**src/rtl/corevx_dbus_responder_pkg.sv**
```systemverilog
// Shared encodings for the execute-stage data-cache command interface and
// the uncached responder state machine.
package corevx_dbus_responder_pkg;

   localparam logic [3:0] CACHE_CMD_NONE      = 4'd0;
   localparam logic [3:0] CACHE_CMD_LOAD      = 4'd1;
   localparam logic [3:0] CACHE_CMD_STORE     = 4'd2;
   localparam logic [3:0] CACHE_CMD_FLUSH_ALL = 4'd3;

   localparam logic [3:0] CACHE_RESPONSE_IDLE        = 4'd0;
   localparam logic [3:0] CACHE_RESPONSE_WAIT        = 4'd1;
   localparam logic [3:0] CACHE_RESPONSE_DONE        = 4'd2;
   localparam logic [3:0] CACHE_RESPONSE_MISSALIGNED = 4'd3;
   localparam logic [3:0] CACHE_RESPONSE_ACCESSFAULT = 4'd4;
   localparam logic [3:0] CACHE_RESPONSE_PAGEFAULT   = 4'd5;

   localparam logic [2:0] LOAD_LB  = 3'b000;
   localparam logic [2:0] LOAD_LH  = 3'b001;
   localparam logic [2:0] LOAD_LW  = 3'b010;
   localparam logic [2:0] LOAD_LBU = 3'b100;
   localparam logic [2:0] LOAD_LHU = 3'b101;

   localparam logic [1:0] STORE_SB = 2'b00;
   localparam logic [1:0] STORE_SH = 2'b01;
   localparam logic [1:0] STORE_SW = 2'b10;

   typedef enum logic [2:0] {
      ST_INIT  = 3'd0,
      ST_IDLE  = 3'd1,
      ST_CHECK = 3'd2,
      ST_REQ   = 3'd3,
      ST_RESP  = 3'd4
   } state_e;

   // Access width in bytes for a load/store type; 0 marks an illegal encoding.
   function automatic logic [2:0] access_bytes(input logic is_load, input logic [2:0] load_type,
                                                input logic [1:0] store_type);
      logic [2:0] w_bytes;
      w_bytes = 3'd0;
      if (is_load) begin
         case (load_type)
            LOAD_LB, LOAD_LBU: w_bytes = 3'd1;
            LOAD_LH, LOAD_LHU: w_bytes = 3'd2;
            LOAD_LW:           w_bytes = 3'd4;
            default:           w_bytes = 3'd0;
         endcase
      end else begin
         case (store_type)
            STORE_SB: w_bytes = 3'd1;
            STORE_SH: w_bytes = 3'd2;
            STORE_SW: w_bytes = 3'd4;
            default:  w_bytes = 3'd0;
         endcase
      end
      return w_bytes;
   endfunction

endpackage

```
**src/rtl/corevx_dbus_responder_loadgen.sv**
```systemverilog
// Load result generation: pick the addressed byte/half out of the bus word
// and sign- or zero-extend it. Purely combinational.
module corevx_loadgen
   import corevx_dbus_responder_pkg::*;
(
   input  logic [31:0] i_rdata,
   input  logic [1:0]  i_offset,
   input  logic [2:0]  i_load_type,
   output logic [31:0] o_data
);

   logic [31:0] w_shifted;

   assign w_shifted = i_rdata >> {i_offset, 3'b000};

   always_comb begin
      o_data = w_shifted;
      case (i_load_type)
         LOAD_LB:  o_data = {{24{w_shifted[7]}}, w_shifted[7:0]};
         LOAD_LH:  o_data = {{16{w_shifted[15]}}, w_shifted[15:0]};
         LOAD_LBU: o_data = {24'd0, w_shifted[7:0]};
         LOAD_LHU: o_data = {16'd0, w_shifted[15:0]};
         default:  o_data = w_shifted;
      endcase
   end

endmodule

```
**src/rtl/corevx_dbus_responder.sv**
```systemverilog
// Uncached responder for the execute-stage data-cache interface: validates a
// LOAD/STORE, runs one single-beat bus transaction and returns a completion code.
module corevx_dbus_responder
   import corevx_dbus_responder_pkg::*;
#(
   parameter logic [31:0] MEM_BASE    = 32'h0000_0000,
   parameter logic [31:0] MEM_SIZE    = 32'h0001_0000,
   parameter int          INIT_CYCLES = 16
) (
   input  logic        clk,
   input  logic        rst_n,
   input  logic [3:0]  c_cmd,
   input  logic [31:0] c_address,
   input  logic [2:0]  c_load_type,
   input  logic [1:0]  c_store_type,
   input  logic [31:0] c_store_data,
   output logic [3:0]  c_response,
   output logic [31:0] c_load_data,
   output logic        c_reset_done,
   output logic        m_valid,
   input  logic        m_ready,
   output logic        m_write,
   output logic [31:0] m_addr,
   output logic [31:0] m_wdata,
   output logic [3:0]  m_wstrb,
   input  logic        m_rvalid,
   input  logic        m_rerror,
   input  logic [31:0] m_rdata
);

   localparam int CNT_W = (INIT_CYCLES > 1) ? $clog2(INIT_CYCLES) : 1;
   localparam logic [CNT_W-1:0] CNT_LAST = CNT_W'(INIT_CYCLES - 1);

   state_e           r_state, w_state_next;
   logic [CNT_W-1:0] r_init_cnt, w_init_cnt_next;
   logic [3:0]       r_cmd, w_cmd_next;
   logic [31:0]      r_addr, w_addr_next;
   logic [2:0]       r_load_type, w_load_type_next;
   logic [1:0]       r_store_type, w_store_type_next;
   logic [31:0]      r_store_data, w_store_data_next;
   logic [3:0]       r_response, w_response_next;
   logic [31:0]      r_load_data, w_load_data_next;
   logic             r_m_valid, w_m_valid_next;
   logic             r_m_write, w_m_write_next;
   logic [31:0]      r_m_addr, w_m_addr_next;
   logic [31:0]      r_m_wdata, w_m_wdata_next;
   logic [3:0]       r_m_wstrb, w_m_wstrb_next;

   logic        w_is_load;
   logic [2:0]  w_bytes;
   logic        w_misaligned;
   logic        w_in_range;
   logic [31:0] w_load_ext;
   logic [3:0]  w_st_strb;
   logic [31:0] w_st_data;

   assign w_is_load = (r_cmd == CACHE_CMD_LOAD);
   assign w_bytes   = access_bytes(w_is_load, r_load_type, r_store_type);

   // Illegal width encodings report as misaligned, the same as a bad offset.
   assign w_misaligned = (w_bytes == 3'd0) ||
                         ((w_bytes == 3'd2) && r_addr[0]) ||
                         ((w_bytes == 3'd4) && (r_addr[1:0] != 2'b00));

   // 33-bit compare so a window ending at 4 GiB does not wrap.
   assign w_in_range = (r_addr >= MEM_BASE) &&
                       ({1'b0, r_addr} < ({1'b0, MEM_BASE} + {1'b0, MEM_SIZE}));

   always_comb begin
      w_st_strb = 4'b1111;
      w_st_data = r_store_data;
      case (r_store_type)
         STORE_SB: begin
            w_st_strb = 4'b0001 << r_addr[1:0];
            w_st_data = {4{r_store_data[7:0]}};
         end
         STORE_SH: begin
            w_st_strb = 4'b0011 << r_addr[1:0];
            w_st_data = {2{r_store_data[15:0]}};
         end
         default: begin
            w_st_strb = 4'b1111;
            w_st_data = r_store_data;
         end
      endcase
   end

   corevx_loadgen u_loadgen (
      .i_rdata     (m_rdata),
      .i_offset    (r_addr[1:0]),
      .i_load_type (r_load_type),
      .o_data      (w_load_ext)
   );

   always_comb begin
      w_state_next      = r_state;
      w_init_cnt_next   = r_init_cnt;
      w_cmd_next        = r_cmd;
      w_addr_next       = r_addr;
      w_load_type_next  = r_load_type;
      w_store_type_next = r_store_type;
      w_store_data_next = r_store_data;
      w_response_next   = r_response;
      w_load_data_next  = r_load_data;
      w_m_valid_next    = r_m_valid;
      w_m_write_next    = r_m_write;
      w_m_addr_next     = r_m_addr;
      w_m_wdata_next    = r_m_wdata;
      w_m_wstrb_next    = r_m_wstrb;

      case (r_state)
         ST_INIT: begin
            w_init_cnt_next = r_init_cnt + 1'b1;
            if (r_init_cnt == CNT_LAST) w_state_next = ST_IDLE;
         end
         ST_IDLE: begin
            w_response_next = CACHE_RESPONSE_IDLE;
            if ((c_cmd == CACHE_CMD_LOAD) || (c_cmd == CACHE_CMD_STORE) ||
                (c_cmd == CACHE_CMD_FLUSH_ALL)) begin
               w_cmd_next        = c_cmd;
               w_addr_next       = c_address;
               w_load_type_next  = c_load_type;
               w_store_type_next = c_store_type;
               w_store_data_next = c_store_data;
               w_response_next   = CACHE_RESPONSE_WAIT;
               w_state_next      = ST_CHECK;
            end
         end
         ST_CHECK: begin
            w_state_next = ST_IDLE;
            if (r_cmd == CACHE_CMD_FLUSH_ALL) begin
               w_response_next = CACHE_RESPONSE_DONE;
            end else if (w_misaligned) begin
               w_response_next = CACHE_RESPONSE_MISSALIGNED;
            end else if (!w_in_range) begin
               w_response_next = CACHE_RESPONSE_ACCESSFAULT;
            end else begin
               w_state_next   = ST_REQ;
               w_m_valid_next = 1'b1;
               w_m_write_next = !w_is_load;
               w_m_addr_next  = {r_addr[31:2], 2'b00};
               w_m_wdata_next = w_is_load ? 32'd0 : w_st_data;
               w_m_wstrb_next = w_is_load ? 4'd0 : w_st_strb;
            end
         end
         ST_REQ: begin
            if (m_ready) begin
               w_m_valid_next = 1'b0;
               w_state_next   = ST_RESP;
            end
         end
         ST_RESP: begin
            if (m_rvalid) begin
               w_state_next = ST_IDLE;
               if (m_rerror) begin
                  w_response_next = CACHE_RESPONSE_ACCESSFAULT;
               end else begin
                  w_response_next = CACHE_RESPONSE_DONE;
                  if (w_is_load) w_load_data_next = w_load_ext;
               end
            end
         end
         default: w_state_next = ST_INIT;
      endcase
   end

   always_ff @(posedge clk) begin
      if (!rst_n) begin
         r_state      <= ST_INIT;
         r_init_cnt   <= '0;
         r_cmd        <= CACHE_CMD_NONE;
         r_addr       <= '0;
         r_load_type  <= '0;
         r_store_type <= '0;
         r_store_data <= '0;
         r_response   <= CACHE_RESPONSE_IDLE;
         r_load_data  <= '0;
         r_m_valid    <= 1'b0;
         r_m_write    <= 1'b0;
         r_m_addr     <= '0;
         r_m_wdata    <= '0;
         r_m_wstrb    <= '0;
      end else begin
         r_state      <= w_state_next;
         r_init_cnt   <= w_init_cnt_next;
         r_cmd        <= w_cmd_next;
         r_addr       <= w_addr_next;
         r_load_type  <= w_load_type_next;
         r_store_type <= w_store_type_next;
         r_store_data <= w_store_data_next;
         r_response   <= w_response_next;
         r_load_data  <= w_load_data_next;
         r_m_valid    <= w_m_valid_next;
         r_m_write    <= w_m_write_next;
         r_m_addr     <= w_m_addr_next;
         r_m_wdata    <= w_m_wdata_next;
         r_m_wstrb    <= w_m_wstrb_next;
      end
   end

   assign c_response   = r_response;
   assign c_load_data  = r_load_data;
   assign c_reset_done = (r_state != ST_INIT);
   assign m_valid      = r_m_valid;
   assign m_write      = r_m_write;
   assign m_addr       = r_m_addr;
   assign m_wdata      = r_m_wdata;
   assign m_wstrb      = r_m_wstrb;

endmodule

```
**config.mk**
```make
export PLATFORM = sky130hd
export DESIGN_NAME = corevx_dbus_responder
export DESIGN_NICKNAME = d
export VERILOG_FILES = /design/src/rtl/corevx_dbus_responder_pkg.sv /design/src/rtl/corevx_dbus_responder_loadgen.sv /design/src/rtl/corevx_dbus_responder.sv
export SDC_FILE = /design/constraint.sdc
export NUM_CORES = 1
export LEC_CHECK = 0
export BUFFER_PORTS_ARGS = -buffer_cell sky130_fd_sc_hd__buf_2
export CELL_PAD_IN_SITES_DETAIL_PLACEMENT = 1
export CELL_PAD_IN_SITES_GLOBAL_PLACEMENT = 1
export CORE_MARGIN = 8
export CORE_UTILIZATION = 29
export CTS_CLUSTER_DIAMETER = 100
export DETAILED_ROUTE_END_ITERATION = 7
export PLACE_DENSITY_LB_ADDON = 0.1
export REMOVE_ABC_BUFFERS = 1
export SETUP_SLACK_MARGIN = 0.3
export SLEW_MARGIN = 20
export SYNTH_ARGS = -nofsm -noshare
export SYNTH_HDL_FRONTEND = slang
export SYNTH_SLANG_ARGS = --single-unit
```
**constraint.sdc**
```tcl
create_clock -name clk -period 2.15 [get_ports clk]
set_input_delay 0 -clock clk [delete_from_list [all_inputs] [get_ports clk]]
set_output_delay 0 -clock clk [all_outputs]
set_load 0.05 [all_outputs]
```
After elaboration in Yosys (flattened, before gate mapping)

Index checks and enable logic that the tools add are counted.

$add $sub $neg: 1
$lt $le $gt $ge: 2
Bitwise gates (word level): 3
Shift operators: 3
Equality and inequality tests: 26
$mul: 0
Multiplexer cells: 28
Divide/modulo/power cells: 0
Reduce and logical (&&, ||, !) cells: 24

Operators with widths:

| operator                                                           | number |
|---|---|
| one-hot mux 32 bit (4 select lines)                                | 1 |
| one-hot mux 32 bit (2 select lines)                                | 1 |
| greater-or-equal comparator 32 x 1 -> 1 bit, second input constant | 1 |
| less-than comparator 32 x 17 -> 1 bit, second input constant       | 1 |
| two-way mux 32 bit                                                 | 1 |
| >> shifter 32 x 5 -> 32 bit                                        | 1 |
| two-way mux 4 bit                                                  | 5 |
| two-way mux 3 bit                                                  | 6 |
| one-hot mux 3 bit (3 select lines)                                 | 2 |
| one-hot mux 3 bit (5 select lines)                                 | 1 |
| != test 2 bit, second input constant                               | 7 |
| == test 3 x 2 -> 1 bit, second input constant                      | 4 |
| == test 3 bit, second input constant                               | 4 |
| == test 4 x 2 -> 1 bit, second input constant                      | 3 |
| one-hot mux 4 bit (3 select lines)                                 | 1 |
| AND reduction 4 bit                                                | 3 |
| logical NOT 3 bit                                                  | 3 |
| == test 4 x 1 -> 1 bit, second input constant                      | 2 |
| one-hot mux 4 bit (2 select lines)                                 | 1 |
| == test 3 x 1 -> 1 bit, second input constant                      | 2 |
| two-way mux 2 bit                                                  | 3 |
| nonzero test 3 bit                                                 | 2 |
| two-way mux 1 bit                                                  | 5 |
| AND reduction 5 bit                                                | 1 |
| 17 further kinds                                                   | 26 |

Bits in read-only memories: 0
Output and inout port bits: 107
RAM bits: 0
Memories kept: 0
Bits in latches: 0
Word-level logic and storage cells: 101
Register bits after elaboration: 184
Input port bits: 110

Longest topological paths before layout

Depth in word-level cells: 11
Mapped depth: 8
Depth with buffers taken out: 6

Cells and area by module

Synthesis repeated with hierarchy kept, for this count alone.

Cell total of the unflattened synthesis: 889
Area, all modules: 7792.5 sq um

Modules (own cells, without submodules):

| module                | area each (sq um) | sequential area each (sq um) | cells an instance | instances |
|---|---|---|---|---|
| corevx_dbus_responder | 7098.1            | 3663.5                       | 782               | 1 |
| corevx_loadgen        | 694.4             | 0.0                          | 107               | 1 |

Least setup slack after synthesis

No wires, ideal clock.

Kind: register to register
Start: reg r_cmd[1]
End: reg r_load_data[18], in the netlist c_load_data[18]
Data required time: 2.031 ns
Library setup time: 0.119 ns
Arrival time: 1.898 ns
Stages on the path, launching flop included: 7
Slack: 0.134 ns
Path buffers: 1
Clock period less this slack: 2.016 ns
Cell sequence: dfxtp_1 > or4b_4 > nor4_4 > o31a_1 > buf_4 > o41ai_2 > o221a_1

Cells in the longest elaborated chain, start to end: 2

RTL lines:

| item                                 | line                         | RTL |
|---|---|---|
| start: declaration                   | corevx_dbus_responder.sv:36  | `logic [3:0] r_cmd, w_cmd_next;` |
| start signal: assignment             | corevx_dbus_responder.sv:186 | `r_cmd <= w_cmd_next;` |
| == test 4 x 1 -> 1 bit               | corevx_dbus_responder.sv:57  | `assign w_is_load = (r_cmd == CACHE_CMD_LOAD);` |
| AND reduction 4 bit (no source line) | -                            |  |
| end signal: assignment               | corevx_dbus_responder.sv:192 | `r_load_data <= w_load_data_next;` |
| end: declaration                     | corevx_dbus_responder.sv:42  | `logic [31:0] r_load_data, w_load_data_next;` |

No other way between the ends.
A chain may end at the register's enable or synchronous reset.

Worst setup path after layout

Start: reg r_cmd[2]
End: reg r_load_data[18], in the netlist c_load_data[18]

Same word-level chain as after synthesis.

==> results.toml <==
[outcome]
status = "complete, no violations"

[timing]
layout_min_cycle_time_ns = 1.971
worst_clock_skew_ns = 0.01399
final_min_period_over_clock_period_pct = 91.68
tightestPinTransition_ns = 1.074
maxClockFrequency_mhz = 507.4
setup_ws_ns = 0.1790
worst_slew_margin_relative_to_its_limit_pct = 28.14
setup-violations-final = 0
rsz_0062_raised_after_global_routing = "yes"
timing.hold.ws_ns = 0.01345
final_hold_viol_count = 0
finalMaxSlewViolations = 0
totalNegativeSetupSlack_ns = 0

[clocking]
tritoncts = "yes"
worst_setup_hold_path_clk_slew_ns = 0.07
cts.path.max_buffers = 2
h-tree-depth = 4
cts_root_buf = "sky130_fd_sc_hd__clkbuf_16"
clk_latency_ns = 0.43
clock_sink_count = 183
numCtsBuffers = 17

[route]
route.detailed.wl_per_inst_um = 18.06
drt-initial-drc-count = 242
final_antenna_net_count = 0
detail_route.vias_per_cell = 4.641
drc_errors = 0
num_vias = 6943
drtPass1Iterations = 4
routed_wl_um = 27020

[setup_path]
critical_path.cell_chain = "or4b_4, nor4_4, o31a_1, o41ai_4, buf_4, o221a_1"
critical_path.max_stage_delay_ns = 0.58
timing.critical_path.max_delay_family = "simple AND/OR/NAND/NOR gates"
critical_path_required_ns = 2.46
type_of_the_setup_path_with_the_least_slack = "flop to flop"
endpoint_kind = "flop"
worst_ep_arrival_time_ns = 2.28
critPathMaxFanout = 6
timing.critical_path.from_type = "flop"
cpMaxStageDelayCell = "sky130_fd_sc_hd__or4b_4"
cp.buffers_inverters = 1

[global_routing]
overall_fraction_of_global_route_tracks_in_use_pct = 16.28
antenna_violations_before_repair = 2
grt_remaining_overflow = 0
grt_pass1_wl_um = 40890
largest_net_degree_at_the_start_of_global_routing = 56
first_global_vias = 7424

[synthesis]
post_syn_instances = 833
yosysWarningCount = 0
ys_async_sr_fraction_pct = 0
post-synth-top-area-fraction_pct = 48.43
postSynthRegisterBits = 183
synth_top_flop_cell = "sky130_fd_sc_hd__dfxtp_1"
seq_area_frac_synth_pct = 48.43
syn-cell-area_sq_mm = 0.007565
synth_enable_flop_cells = 0
synthDominantAreaCellType = "sky130_fd_sc_hd__dfxtp_1"
synth.top_cells.by_area = "sky130_fd_sc_hd__dfxtp_1 48%, sky130_fd_sc_hd__nand2_1 8.9%, sky130_fd_sc_hd__mux2i_1 8.7%"
yosysUniqueCellTypes = 53
synthesis.area_per_instance_sq_um = 9.081

[floorplanning]
initial_utilization_pct = 29.28
io_pins = 217
design.die.area_sq_mm = 0.03151
die-height_um = 177.5
die-width_um = 177.5
core.rowCount = 59
fp.coreArea_sq_mm = 0.02584

[final_layout]
fraction_of_layout_instances_using_a_drive_strength_above_1_pct = 31.00
num-nets-final = 1256
synthToLayoutAreaGrowth_pct = 48.02
post-route-cell-area_sq_mm = 0.01120

[placed_design]
numPortBuffers = 213
dp_hpwl_um = 17920
dpl_worst_slack_ns = 0.03004
placed_cell_area_sq_mm = 0.009141
place_congestion = 0.7822

[pwr]
ir_drop_mv = 0.3524
power_dens_cells_mw_per_mm2 = 625.8
power.leakage_nw = 4.695

[job]
number_of_violations_of_the_max_capacitance_limit = 0

[worst_hold_path]
worstHoldPathType = "input pin to flop"
Yosys cell counts, types with 2 or more instances:
cell,n
sky130_fd_sc_hd__buf_4,5
sky130_fd_sc_hd__nand2_1,180
sky130_fd_sc_hd__a21oi_1,31
sky130_fd_sc_hd__or4_1,3
sky130_fd_sc_hd__nand2b_1,5
sky130_fd_sc_hd__inv_1,4
sky130_fd_sc_hd__nand4_1,4
sky130_fd_sc_hd__nor2_1,30
sky130_fd_sc_hd__a211oi_1,7
sky130_fd_sc_hd__nor2b_1,33
sky130_fd_sc_hd__o21ai_0,38
sky130_fd_sc_hd__a22o_1,16
sky130_fd_sc_hd__xnor2_1,2
sky130_fd_sc_hd__a21boi_0,72
sky130_fd_sc_hd__a21o_1,3
sky130_fd_sc_hd__buf_1,8
sky130_fd_sc_hd__and2_1,7
sky130_fd_sc_hd__nor3b_1,4
sky130_fd_sc_hd__and3_1,19
sky130_fd_sc_hd__o221a_1,8
sky130_fd_sc_hd__or2_2,3
sky130_fd_sc_hd__buf_6,2
sky130_fd_sc_hd__clkbuf_1,46
sky130_fd_sc_hd__or3_1,2
sky130_fd_sc_hd__o21a_1,2
sky130_fd_sc_hd__buf_2,4
sky130_fd_sc_hd__o2bb2ai_1,20
sky130_fd_sc_hd__nor4_1,3
sky130_fd_sc_hd__mux2i_1,66
sky130_fd_sc_hd__dfxtp_1,183
stage by stage:
step	util, %	cells	power (mW)
after floorplan	-	770	3.558
after global placement	35.38	1354	3.741
after detailed placement	35.38	1354	3.742
after CTS	41.75	1482	7.100
after global routing	43.33	1495	7.283
final	43.34	1496	7.007
layer usage:
layer / share of wire (%) / track usage, % / vias to the layer above
met5: 0 / 0 / -
met4: 1.4 / 4.342 / 0
met3: 5.1 / 4.723 / 24
met2: 49 / 27.24 / 134
met1: 45 / 20.13 / 3293
li1: - / - / 3492
worst min-delay path, cell delays in order:
cell,delay (ns)
sky130_fd_sc_hd__buf_2,0.11
sky130_fd_sc_hd__nand2_1,0.05
sky130_fd_sc_hd__o21ai_0,0.09
sky130_fd_sc_hd__nand2_1,0.08
sky130_fd_sc_hd__a21oi_1,0.06
state kept, by name (all words and copies together), names as in the netlist:
signal	count
c_response	3
r_addr	32
m_valid	1
m_write	1
r_store_data	32
r_init_cnt	4
r_cmd	4
r_state	3
m_wdata	32
r_store_type	2
m_wstrb	4
c_load_data	32
r_load_type	3
m_addr	30
layout make-up:
type | count | area (sq um)
timing repair buffer | 356 | 2633
fill | 2995 | 14640
clock buffer | 18 | 439.2
clock inverter | 14 | 155.1
multi-input combinational | 583 | 3854
tap | 335 | 419.2
inverter | 4 | 15.01
antenna | 3 | 7.507
sequential | 183 | 3675
what timing repair did:
item,CTS,global route
cloned,2,7
hold buffers,85,0
pin swaps,13,33
hold endpoints to repair,85,0
setup buffers,9,4
setup endpoints to repair,75,89
gates resized for setup,17,55
power breakdown:
group | total [mW] | internal [mW] | switching, mW
clock | 3.20 | 1.69 | 1.51
sequential | 3.40 | 3.39 | 0.00441
combinational | 0.415 | 0.245 | 0.170
path summary, 6_finish.rpt:
path	endpoint	slack (ns)	startpoint	depth (start not counted)
worst max-delay path	c_load_data[18]	0.18	r_cmd[2]	6
worst min register to register	r_addr[18]	0.46	r_addr[18]	2
worst max register to register	c_load_data[18]	0.18	r_cmd[2]	6
worst min-delay path	c_load_data[11]	0.01	m_rdata[19]	5
cells by family (layout without fill, tap and decap cells):
| group | count (synthesis) | count (layout) | share of synthesized area, % |
|---|---|---|---|
| flops | 183 | 183 | 48.43 |
| mux | 67 | 67 | 8.882 |
| fa+ha+maj | 1 | 1 | 0.1654 |
| xor+xnor | 3 | 3 | 0.3474 |
| buf+inv | 69 | 392 | 3.937 |
| other cells | 1 | 6 | 0.04957 |
| compound gates | 209 | 209 | 19.90 |
| simple gates | 300 | 300 | 18.29 |
cells in the final DEF, fill, tap and decap left out, drive strengths merged, types with 4 or more instances in the layout:
cell type / synthesis / routed
a21boi: 72 / 72
o2bb2ai: 20 / 20
or2: 4 / 4
nor2: 30 / 30
nand2b: 5 / 5
nand2: 180 / 180
and3: 19 / 19
and2: 7 / 7
a22o: 16 / 16
inv: 4 / 13
o221a: 8 / 8
clkbuf: 46 / 23
nor2b: 33 / 33
nor3b: 4 / 4
dlygate4sd3: 0 / 85
a21oi: 32 / 32
dfxtp: 183 / 183
nor4: 4 / 4
mux2i: 66 / 66
buf: 19 / 266
a211oi: 7 / 7
o21ai: 38 / 38
nand4: 4 / 4
(Power assumes the default switching activity.)
